[src/rtl/initial_config_writer.sv]
// rtl/initial_config_writer.sv - power-on register table writer over a 3-wire serial bus
// Walks NUM_WORDS LUT entries and shifts each MSB-first on SCEN/SCLK/SDA, then flags oDONE.
module initial_config_writer #(
  parameter int CLK_DIV    = 16,
  parameter int WORD_W     = 16,
  parameter int NUM_WORDS  = 20,
  parameter int IDX_W      = 5,
  parameter int GAP_CYCLES = 32
) (
  input  logic              iCLK,
  input  logic              iRST,
  input  logic              iINITIAL_START,
  output logic [IDX_W-1:0]  oWORD_IDX,
  input  logic [WORD_W-1:0] iWORD_DATA,
  output logic              oSCEN,
  output logic              oSCLK,
  output logic              oSDA,
  output logic              oBUSY,
  output logic              oDONE
);

  localparam int DIV_W = $clog2(2 * CLK_DIV);
  localparam int BIT_W = $clog2(WORD_W);
  localparam int GAP_W = $clog2(GAP_CYCLES + 1);

  localparam logic [DIV_W-1:0] DIV_HALF = DIV_W'(CLK_DIV - 1);
  localparam logic [DIV_W-1:0] DIV_LAST = DIV_W'(2 * CLK_DIV - 1);
  localparam logic [BIT_W-1:0] BIT_LAST = BIT_W'(WORD_W - 1);
  localparam logic [GAP_W-1:0] GAP_LAST = GAP_W'(GAP_CYCLES - 1);
  localparam logic [IDX_W-1:0] IDX_LAST = IDX_W'(NUM_WORDS - 1);

  typedef enum logic [1:0] {IDLE, LOAD, SHIFT, GAP} state_t;

  state_t            state, stateNxt;
  logic [WORD_W-1:0] shReg, shRegNxt;
  logic [DIV_W-1:0]  divCnt, divCntNxt;
  logic [BIT_W-1:0]  bitCnt, bitCntNxt;
  logic [GAP_W-1:0]  gapCnt, gapCntNxt;
  logic [IDX_W-1:0]  idxNxt;
  logic              scenNxt, sclkNxt, sdaNxt, busyNxt, doneNxt;

  always_ff @(posedge iCLK) begin
    if (iRST) begin
      state     <= IDLE;
      shReg     <= '0;
      divCnt    <= '0;
      bitCnt    <= '0;
      gapCnt    <= '0;
      oWORD_IDX <= '0;
      oSCEN     <= 1'b1;
      oSCLK     <= 1'b0;
      oSDA      <= 1'b0;
      oBUSY     <= 1'b0;
      oDONE     <= 1'b0;
    end else begin
      state     <= stateNxt;
      shReg     <= shRegNxt;
      divCnt    <= divCntNxt;
      bitCnt    <= bitCntNxt;
      gapCnt    <= gapCntNxt;
      oWORD_IDX <= idxNxt;
      oSCEN     <= scenNxt;
      oSCLK     <= sclkNxt;
      oSDA      <= sdaNxt;
      oBUSY     <= busyNxt;
      oDONE     <= doneNxt;
    end
  end

  always_comb begin
    stateNxt  = state;
    shRegNxt  = shReg;
    divCntNxt = divCnt;
    bitCntNxt = bitCnt;
    gapCntNxt = gapCnt;
    idxNxt    = oWORD_IDX;
    scenNxt   = oSCEN;
    sclkNxt   = oSCLK;
    sdaNxt    = oSDA;
    busyNxt   = oBUSY;
    doneNxt   = oDONE;
    case (state)
      IDLE: begin
        busyNxt = 1'b0;
        if (iINITIAL_START) begin
          idxNxt   = '0;
          doneNxt  = 1'b0;
          busyNxt  = 1'b1;
          stateNxt = LOAD;
        end
      end
      LOAD: begin
        shRegNxt  = iWORD_DATA;
        scenNxt   = 1'b0;
        sdaNxt    = iWORD_DATA[WORD_W-1];
        bitCntNxt = '0;
        divCntNxt = '0;
        stateNxt  = SHIFT;
      end
      SHIFT: begin
        // SDA only moves on the falling SCLK edge, so it is stable across every rise
        if (divCnt == DIV_LAST) begin
          sclkNxt = 1'b0;
          if (bitCnt == BIT_LAST) begin
            scenNxt   = 1'b1;
            sdaNxt    = 1'b0;
            gapCntNxt = '0;
            stateNxt  = GAP;
          end else begin
            bitCntNxt = bitCnt + 1'b1;
            divCntNxt = '0;
            shRegNxt  = shReg << 1;
            sdaNxt    = shReg[WORD_W-2];
          end
        end else begin
          divCntNxt = divCnt + 1'b1;
          if (divCnt == DIV_HALF) sclkNxt = 1'b1;
        end
      end
      GAP: begin
        if (gapCnt == GAP_LAST) begin
          if (oWORD_IDX == IDX_LAST) begin
            doneNxt  = 1'b1;
            busyNxt  = 1'b0;
            idxNxt   = '0;
            stateNxt = IDLE;
          end else begin
            idxNxt   = oWORD_IDX + 1'b1;
            stateNxt = LOAD;
          end
        end else begin
          gapCntNxt = gapCnt + 1'b1;
        end
      end
      default: stateNxt = IDLE;
    endcase
  end

endmodule

[config.mk]
export PLATFORM = sky130hd
export DESIGN_NAME = initial_config_writer
export DESIGN_NICKNAME = d
export VERILOG_FILES = /design/src/rtl/initial_config_writer.sv
export SDC_FILE = /design/constraint.sdc
export NUM_CORES = 1
export LEC_CHECK = 0
export CORE_MARGIN = 4
export CORE_UTILIZATION = 55
export CTS_CLUSTER_DIAMETER = 100
export DETAILED_ROUTE_END_ITERATION = 8
export GPL_TIMING_DRIVEN = 0
export HOLD_SLACK_MARGIN = 0.05
export PLACE_DENSITY = 0.8
export REMOVE_ABC_BUFFERS = 1
export SLEW_MARGIN = 20
export SYNTH_ARGS = -nofsm -noshare
export SYNTH_HDL_FRONTEND = slang
export SYNTH_SLANG_ARGS = --single-unit
[constraint.sdc]
create_clock -name iCLK -period 4.45 [get_ports iCLK]
set_input_delay 0.89 -clock iCLK [delete_from_list [all_inputs] [get_ports iCLK]]
set_output_delay 0.89 -clock iCLK [all_outputs]
set_load 0.01 [all_outputs]
==> results of run 1 <==
-- routing by layer --
metal | vias up | share of wire (%) | global-route usage (%) | wire length, µm
met2 | 33 | 46 | 30.0 | 1980
li1 | 979 | - | - | -
met3 | 5 | 4.9 | 4.40 | 211
met4 | 0 | 1.3 | 7.93 | 55
met1 | 889 | 48 | 22.2 | 2070
met5 | - | 0 | 0 | 0
-- critical path, cell delays in order (launching register included) --
cell      delay, ns
dfxtp_1        0.33
inv_1          0.13
ha_2           0.70
nand2_1        0.30
o21ai_2        0.62
buf_6          0.25
nor2_1         0.05
a211oi_1       0.21
-- power by group through the flow --
stage               sequential (W)  clock (W)  combinational (W)
floorplan                 0.000501          0           0.000336
global placement          0.000506          0           0.000446
detailed placement        0.000508          0           0.000463
CTS                       0.000500   0.000263           0.000467
global route              0.000507   0.000281           0.000521
finish                    0.000500   0.000256           0.000464
-- cells by family (layout without fill, tap and decap cells) --
family | Yosys count | count (layout) | synth area share [%]
compound gates | 79 | 79 | 23.6
xor+xnor | 1 | 1 | 0.403
fa+ha+maj | 11 | 11 | 6.34
buf+inv | 21 | 45 | 4.15
flops | 42 | 42 | 38.7
mux | 15 | 15 | 6.91
simple gates | 83 | 83 | 19.9
-- flip-flops by register name, indices dropped and copies added, names as in the netlist --
register,count
bitCnt,4
divCnt,5
gapCnt,6
oBUSY,1
oDONE,1
oSCEN,1
oSCLK,1
oSDA,1
oWORD_IDX,5
shReg,15
state,2
-- placed cells by master (no fill, tap or decap), types with 4 or more instances in the layout --
cell type / count
ha_1: 10
mux2i_1: 15
nor2_1: 25
nor3_1: 5
a211oi_1: 18
inv_1: 7
a31oi_1: 4
dfxtp_1: 42
o21ai_0: 12
nor2b_1: 4
clkbuf_8: 6
nand2b_1: 6
a21oi_1: 22
clkdlybuf4s50_1: 27
and3_1: 5
nand4_1: 4
nand3_1: 11
nand2_1: 9
-- stage by stage --
| stage | worst slack (ns) | cells | utilization, % | cell area, µm² | power (W) |
|---|---|---|---|---|---|
| 3_5_place_dp | 1.78 | 316 | 66.5 | 2490 | 0.000972 |
| 6_report | 1.76 | 324 | 68.9 | 2580 | 0.00122 |
| 3_3_place_gp | 0.548 | 314 | 65.4 | 2450 | 0.000952 |
| 4_1_cts | 1.76 | 324 | 68.9 | 2580 | 0.00123 |
| 5_1_grt | 1.51 | 324 | 68.9 | 2580 | 0.00131 |
| 2_1_floorplan | 1.40 | 238 | - | 2110 | 0.000838 |
-- layout make-up --
class / instances / area [µm²]
timing repair buffer: 30 / 314
clock buffer: 7 / 86.3
inverter: 7 / 26.3
fill: 330 / 1160
clock inverter: 1 / 5.00
multi-input combinational: 189 / 1250
sequential: 42 / 841
tap: 48 / 60.1
-- path summary, 6_finish.rpt --
path	depth (start not counted)	start	endpoint
hold reg to reg	2	bitCnt[1]$_SDFFE_PP0P_	bitCnt[1]$_SDFFE_PP0P_
setup / recovery	7	state[0]$_SDFFE_PP0P_	shReg[7]$_SDFFE_PP0P_
setup reg to reg	7	state[0]$_SDFFE_PP0P_	shReg[7]$_SDFFE_PP0P_
hold / removal	2	bitCnt[1]$_SDFFE_PP0P_	bitCnt[1]$_SDFFE_PP0P_
==> results.py, run 1 <==
metrics = {
    "power_and_ir_drop": {
        "p_leak_nw": 0.898,
        "power_density_nw_per_um2": 473,
        "seqPwrFrac_pct": 41.0,
        "p_comb_share_pct": 38.0,
        "p_sw_share_pct": 36.3,
        "peakVddDrop_v": 0.000319,
        "p_int_w": 0.000777,
        "p_switching_w": 0.000443,
        "pwr-share-clk_pct": 21.0,
    },
    "yosys": {
        "synth.distinct_cells": 45,
        "syn_avg_cell_area_um2": 8.62,
        "async_flop_share_pct": 0,
        "synth_flop_cell": "dfxtp_1",
        "syn_area_um2": 2170,
        "yosysTopAreaCell": "dfxtp_1",
        "synth_edf_count": 0,
        "ys_ff_latch": 42,
        "synth_top_area_share_pct": 38.7,
        "ys_warn_count": 0,
        "synth_most_common_cell": "dfxtp_1",
        "synth_common_cells": "dfxtp_1 (42), nor2_1 (25), a21oi_1 (22)",
        "ys_seq_area_share_pct": 38.7,
        "syn-instance-count": 252,
        "synth_area_leaders": "dfxtp_1 (39%), mux2i_1 (6.9%), ha_1 (6.3%), a211oi_1 (6.2%), a21oi_1 (5.1%)",
    },
    "layout": {
        "diodes": 0,
        "drive_above_1_share_pct": 5.80,
        "layout.nets": 305,
        "area_growth_pct": 18.8,
    },
    "clocking": {
        "cts_sinks": 42,
        "clk_pin_slew_worst_paths_ns": 0.07,
        "cts_tree": "built",
        "root_buffer": "clkbuf_8",
        "post_cts_resized": 0,
        "hold_buffers": 0,
        "cts_buffers": 5,
        "clockBufferDepth": 2,
        "cts_max_level": 2,
        "clk_latency_ns": 0.30,
        "cts_setup_buffers": 0,
    },
    "place": {
        "place_congestion": 0.799,
        "portBuffers": 28,
        "hpwl_um": 3020,
    },
    "route": {
        "initialDrtViolationCount": 130,
        "drt_wl_total_um": 4310,
        "post-route-drc-count": 0,
        "via_per_inst": 5.88,
        "drt-wirelength-per-cell_um": 13.3,
        "dr.pass1.iters": 4,
        "ant_nets": 0,
        "vias": 1906,
    },
    "worst_hold_path": {
        "hp-class": "reg -> reg",
    },
    "setup_path": {
        "end_kind": "register",
        "crit_fanout": 31,
        "worstPathRequired_ns": 4.66,
        "r2r_setup_slack_ns": 1.76,
        "crit_type": "reg -> reg",
        "arrival_ns": 2.90,
        "crit_path_start_kind": "register",
    },
    "floorplanning": {
        "initial_core_util_pct": 58.0,
        "core-area_um2": 3740,
        "num_rows": 22,
        "fp.dieH_um": 70.8,
        "boundaryPins": 29,
        "dieArea_um2": 5020,
        "die-width_um": 70.8,
    },
    "global_routing": {
        "grt.overflow.total": 0,
        "grt_first_pass_wirelength_um": 7470,
        "grt_max_degree": 32,
        "antenna_found_initial": 0,
        "grt_usage_pct": 18.1,
        "first_global_vias": 1726,
    },
    "sta": {
        "rsz0062_at_grt": "no",
        "max_freq_mhz": 371,
        "period_minus_slack_ns": 2.69,
        "fin_crit_sh_pct": 60.5,
        "fin_tns_setup_ns": 0,
        "slew_headroom_pct": 50.0,
        "tightest_slew_ns": 0.750,
        "finalHoldViolCount": 0,
        "fin_skew_ns": 0.00866,
        "maxSlewViolCount": 0,
        "setup_violations": 0,
        "whs_ns": 0.478,
    },
    "outcome": {
        "outcome": "complete, no violations",
    },
    "job": {
        "cap_violations": 0,
    },
}
(Power assumes the default switching activity.)
==> inputs of run 2 (changes only) <==
CORE_UTILIZATION = 49   (was 55)
PLACE_DENSITY = 0.75   (was 0.8)
clock period = 2.2 ns   (was 4.45 ns; I/O delays follow)
==> run 2 against run 1 <==
  * Largest power group unchanged
  * Sequential share of layout area is 0.60 points lower
  * Clock skew fell by 0.0028 ns
  * Non-clock buffer count grew 2
  * Hold slack gained 0.011 ns
  * Total power is 110% higher
  * Register-to-register slack worse by 1.6 ns
  * Highest routed layer unchanged
==> results.py, run 2 (same netlist as run 1, synthesis figures left out) <==
metrics = {
    "global_routing": {
        "grt.overflow.total": 0,
        "first_global_vias": 1722,
        "grt_first_pass_wirelength_um": 7380,
        "grt_usage_pct": 16.7,
        "grt_max_degree": 34,
        "antenna_found_initial": 0,
    },
    "setup_path": {
        "critPathSlowestCell": "a21oi_1",
        "end_kind": "register",
        "arrival_ns": 2.30,
        "crit_buf_inv": 0,
        "crit_path_start_kind": "register",
        "crit_start": "divCnt[0]$_SDFFE_PP0P_",
        "crit_type": "reg -> reg",
        "reg2reg_from": "divCnt[0]$_SDFFE_PP0P_",
        "cp_top_family": "compound AO/OA/AOI/OAI gates",
        "crit_chain": "ha_1 > and3_1 > ha_4 > nand4_1 > a21oi_1 > o21ai_0 > a211oi_1",
        "worstPathRequired_ns": 2.41,
        "crit_fanout": 7,
        "critical-path-max-stage-delay_ns": 0.40,
    },
    "layout": {
        "final_common_cell": "dfxtp_1",
        "area_growth_pct": 21.0,
        "fill_cells": 368,
        "post-route-util_pct": 63.4,
        "stdcell_area_um2": 2630,
        "final_cell_mix": "dfxtp_1 (42), clkdlybuf4s50_1 (27), nor2_1 (25)",
        "largest_register_ffs": 15,
        "drive_above_1_share_pct": 7.55,
        "biggestRegsByFlops": "shReg: 15 flops, gapCnt: 6 flops",
        "layout.nets": 307,
        "diodes": 0,
        "regMostFlops": "shReg",
    },
    "route": {
        "drt_wl_total_um": 4430,
        "post-route-drc-count": 0,
        "via_per_inst": 5.85,
        "ant_nets": 0,
        "dr.pass1.iters": 4,
        "initialDrtViolationCount": 166,
        "drt-wirelength-per-cell_um": 13.5,
        "vias": 1920,
    },
    "power_and_ir_drop": {
        "p_sw_share_pct": 37.0,
        "seqPwrFrac_pct": 40.4,
        "p_switching_w": 0.000930,
        "p_comb_share_pct": 39.7,
        "pwr-share-clk_pct": 19.9,
        "p_leak_nw": 0.904,
        "p_int_w": 0.00158,
        "power_density_nw_per_um2": 956,
        "peakVddDrop_v": 0.000545,
    },
    "place": {
        "hpwl_um": 3080,
        "placed_area_um2": 2480,
        "place_congestion": 0.796,
        "portBuffers": 28,
    },
    "sta": {
        "fin_skew_ns": 0.00582,
        "fin_crit_sh_pct": 94.7,
        "maxSlewViolCount": 0,
        "period_minus_slack_ns": 2.08,
        "slew_headroom_pct": 62.5,
        "tightest_slew_ns": 0.555,
        "setup_violations": 0,
        "max_freq_mhz": 480,
        "finalHoldViolCount": 0,
    },
    "floorplanning": {
        "fp.dieH_um": 74.6,
        "num_rows": 23,
        "initial_core_util_pct": 52.4,
        "core-area_um2": 4140,
        "dieArea_um2": 5560,
        "die-width_um": 74.6,
        "boundaryPins": 29,
    },
    "clocking": {
        "root_buffer": "clkbuf_8",
        "cts_tree": "built",
        "clk_pin_slew_worst_paths_ns": 0.09,
        "hold_buffers": 0,
        "cts_buffers": 5,
        "cts_sinks": 42,
        "clockBufferDepth": 2,
        "clk_latency_ns": 0.30,
        "cts_max_level": 2,
    },
    "worst_hold_path": {
        "hp-start": "bitCnt[1]$_SDFFE_PP0P_",
        "hp-class": "reg -> reg",
    },
    "job": {
        "cap_violations": 0,
    },
    "outcome": {
        "outcome": "complete, no violations",
    },
}
run 2: repair_timing:
action	CTS	global route
gates resized for setup	2	3
cloned	0	0
pin swaps	1	1
setup endpoints to repair	20	19
setup buffers	1	1
run 2: worst paths after layout:
kind	endpoint	slack, ns	cells after the start
max	divCnt[3]$_SDFFE_PP0P_	0.12	7
max reg2reg	divCnt[3]$_SDFFE_PP0P_	0.12	7
min	bitCnt[1]$_SDFFE_PP0P_	0.49	2
min reg2reg	bitCnt[1]$_SDFFE_PP0P_	0.49	2
run 2: routing by layer:
| metal | global-route usage, % | wire [µm] | up-vias |
|---|---|---|---|
| li1 | - | - | 987 |
| met1 | 20.9 | 2210 | 893 |
| met2 | 28.2 | 1980 | 33 |
| met3 | 3.65 | 176 | 7 |
| met4 | 6.13 | 63 | 0 |
| met5 | 0 | 0 | - |
run 2: worst reg2reg max path, stage by stage, from the launching register on:
cell and delay [ns]:
dfxtp_1 0.38, ha_1 0.19, and3_1 0.25, ha_4 0.20, nand4_1 0.18, a21oi_1 0.40, o21ai_0 0.17, a211oi_1 0.21
run 2: stage by stage:
stage / TNS, ns / cells / power, W / worst slack [ns] / hold slack (ns)
after floorplan: -14.22 / 238 / 0.00169 / -0.849 / 0.443
final: 0 / 328 / 0.00251 / 0.116 / 0.489
after global placement: -35.70 / 316 / 0.00192 / -1.71 / 0.462
after CTS: 0 / 327 / 0.00250 / 0.0291 / 0.485
after detailed placement: -4.44 / 318 / 0.00196 / -0.367 / 0.472
after global routing: -0.00519 / 328 / 0.00269 / -0.00519 / 0.516
run 2: power by group through the flow:
stage / logic [W] / registers (W) / clock network (W)
floorplan: 0.000680 / 0.00101 / 0
global placement: 0.000898 / 0.00102 / 0
detailed placement: 0.000932 / 0.00103 / 0
CTS: 0.000973 / 0.00101 / 0.000512
global route: 0.00111 / 0.00104 / 0.000543
finish: 0.000998 / 0.00101 / 0.000500
run 2: layout make-up:
type                       instances  area [µm²]  share of cell area, %
clock buffer                       5        68.8                   2.62
clock inverter                     3        21.3                  0.809
inverter                           7        26.3                   1.00
multi-input combinational        189        1280                   48.7
sequential                        42         841                   32.0
tap                               50        62.6                   2.38
timing repair buffer              32         329                   12.5
==> inputs of run 3 (changes only) <==
SETUP_SLACK_MARGIN = 0.15   (was unset)
==> run 3 against run 2 <==
  * Sequential power hardly changed
  * Clock power hardly changed
  * Via count is 0.78% higher
  * Global-route usage is 0.58 points higher
  * Die area stayed put
  * Total power is 1.7% higher
  * Combinational power is 4% higher
  * Non-clock buffer count is 5 higher
  * Register-to-register slack better by 0.12 ns
  * Largest power group is now combinational logic
==> results.py, run 3 (same netlist as run 1, synthesis figures left out) <==
metrics = {
    "outcome": {
        "outcome": "complete, no violations",
    },
    "setup_path": {
        "crit_chain": "ha_1 > and3_2 > ha_4 > nand4_1 > a21oi_2 > or3_1 > a211oi_1",
        "worstPathRequired_ns": 2.41,
        "critPathSlowestCell": "or3_1",
        "crit_fanout": 7,
        "crit_path_start_kind": "register",
        "end_kind": "register",
        "crit_type": "reg -> reg",
        "arrival_ns": 2.17,
        "critical-path-max-stage-delay_ns": 0.37,
    },
    "layout": {
        "diodes": 0,
        "instances_no_fill": 333,
        "layout.nets": 312,
        "biggestRegsByFlops": "shReg: 15 flops, gapCnt: 6 flops",
        "final_cell_mix": "dfxtp_1 (41), clkdlybuf4s50_1 (27), nor2_1 (25)",
        "post-route-util_pct": 64.7,
        "drive_above_1_share_pct": 11.3,
        "area_growth_pct": 23.4,
        "regMostFlops": "shReg",
        "final_common_cell": "dfxtp_1",
        "stdcell_area_um2": 2680,
        "largest_register_ffs": 15,
    },
    "route": {
        "dr.pass1.iters": 4,
        "post-route-drc-count": 0,
        "drt-wirelength-per-cell_um": 13.8,
        "via_per_inst": 5.81,
        "drt_wl_total_um": 4600,
        "initialDrtViolationCount": 122,
        "vias": 1935,
        "ant_nets": 0,
    },
    "floorplanning": {
        "dieArea_um2": 5560,
        "initial_core_util_pct": 52.4,
        "num_rows": 23,
        "fp.dieH_um": 74.6,
        "die-width_um": 74.6,
        "boundaryPins": 29,
        "core-area_um2": 4140,
    },
    "clocking": {
        "clk_pin_slew_worst_paths_ns": 0.09,
        "clk_latency_ns": 0.29,
        "clockBufferDepth": 2,
        "hold_buffers": 0,
        "root_buffer": "clkbuf_8",
        "cts_buffers": 5,
        "cts_tree": "built",
        "cts_max_level": 2,
        "cts_sinks": 42,
    },
    "worst_hold_path": {
        "hp-class": "reg -> reg",
    },
    "sta": {
        "fin_skew_ns": 0.00600,
        "tightest_slew_ns": 0.596,
        "max_freq_mhz": 510,
        "slew_headroom_pct": 59.7,
        "maxSlewViolCount": 0,
        "rsz0062_at_grt": "yes",
        "setup_violations": 0,
        "whs_ns": 0.489,
        "finalHoldViolCount": 0,
        "period_minus_slack_ns": 1.96,
        "setup_ws_ns": 0.238,
        "fin_crit_sh_pct": 89.2,
    },
    "place": {
        "place_inst": 318,
        "hpwl_um": 3080,
        "place_ws_ns": -0.367,
        "place_congestion": 0.796,
        "placed_area_um2": 2480,
        "portBuffers": 28,
    },
    "global_routing": {
        "grtUsageMet1_pct": 21.6,
        "antenna_found_initial": 0,
        "use_met2_pct": 29.0,
        "grt_usage_pct": 17.3,
        "use_met3_pct": 3.78,
        "first_global_vias": 1786,
        "grt_first_pass_wirelength_um": 7620,
        "grt.overflow.total": 0,
        "busiest_layer": "met2",
        "grt_max_degree": 34,
    },
    "power_and_ir_drop": {
        "p_leak_nw": 0.922,
        "power_density_nw_per_um2": 953,
        "peakVddDrop_v": 0.000550,
    },
    "job": {
        "cap_violations": 0,
    },
}
## run 3: cell count changes in the layout (fill, tap and decap cells not counted), sizes merged
cell and change:
buf +5
## run 3: timing repair
action	in CTS	in global routing
gates resized for setup	5	6
buffers inserted	6	1
pin swaps	5	0
endpoints found under the setup margin	28	27
endpoints found under the hold margin	0	0
## run 3: final timing paths
check / from / endpoint / slack, ns / cells after the start
min reg2reg: bitCnt[1]$_SDFFE_PP0P_ / bitCnt[1]$_SDFFE_PP0P_ / 0.49 / 2
max reg2reg: divCnt[0]$_SDFFE_PP0P_ / divCnt[3]$_SDFFE_PP0P_ / 0.24 / 7
max: divCnt[0]$_SDFFE_PP0P_ / divCnt[3]$_SDFFE_PP0P_ / 0.24 / 7
min: bitCnt[1]$_SDFFE_PP0P_ / bitCnt[1]$_SDFFE_PP0P_ / 0.49 / 2
## run 3: through the flow
step,total power [W],TNS (ns)
finish,0.00256,0
global route,0.00273,0
CTS,0.00252,0
detailed placement,0.00196,-4.44
global placement,0.00192,-35.70
floorplan,0.00169,-14.22
## run 3: metal layers
layer | vias to the layer above | part of all wire (%)
met5 | - | 0
met1 | 893 | 49
met4 | 0 | 1.4
li1 | 998 | -
met3 | 7 | 4.6
met2 | 37 | 45
## run 3: report_power, final
group / switching [W] / internal (W)
clock: 0.000277 / 0.000223
combinational: 0.000576 / 0.000461
sequential: 0.0000983 / 0.000921
## run 3: cell type report
type                            instances  area [µm²]
Clock buffer                            5        68.8
Clock inverter                          3        21.3
Fill cell                             366        1460
Inverter                                7        26.3
Multi-Input combinational cell        189        1290
Sequential cell                        42         842
Tap cell                               50        62.6
Timing Repair Buffer                   37         367
## run 3: critical path: cells and delay by family (launching register included)
kind	cells	cell delay (ns)
fa+ha+maj	2	0.40
simple gates	3	0.78
compound gates	2	0.36
flops	1	0.34
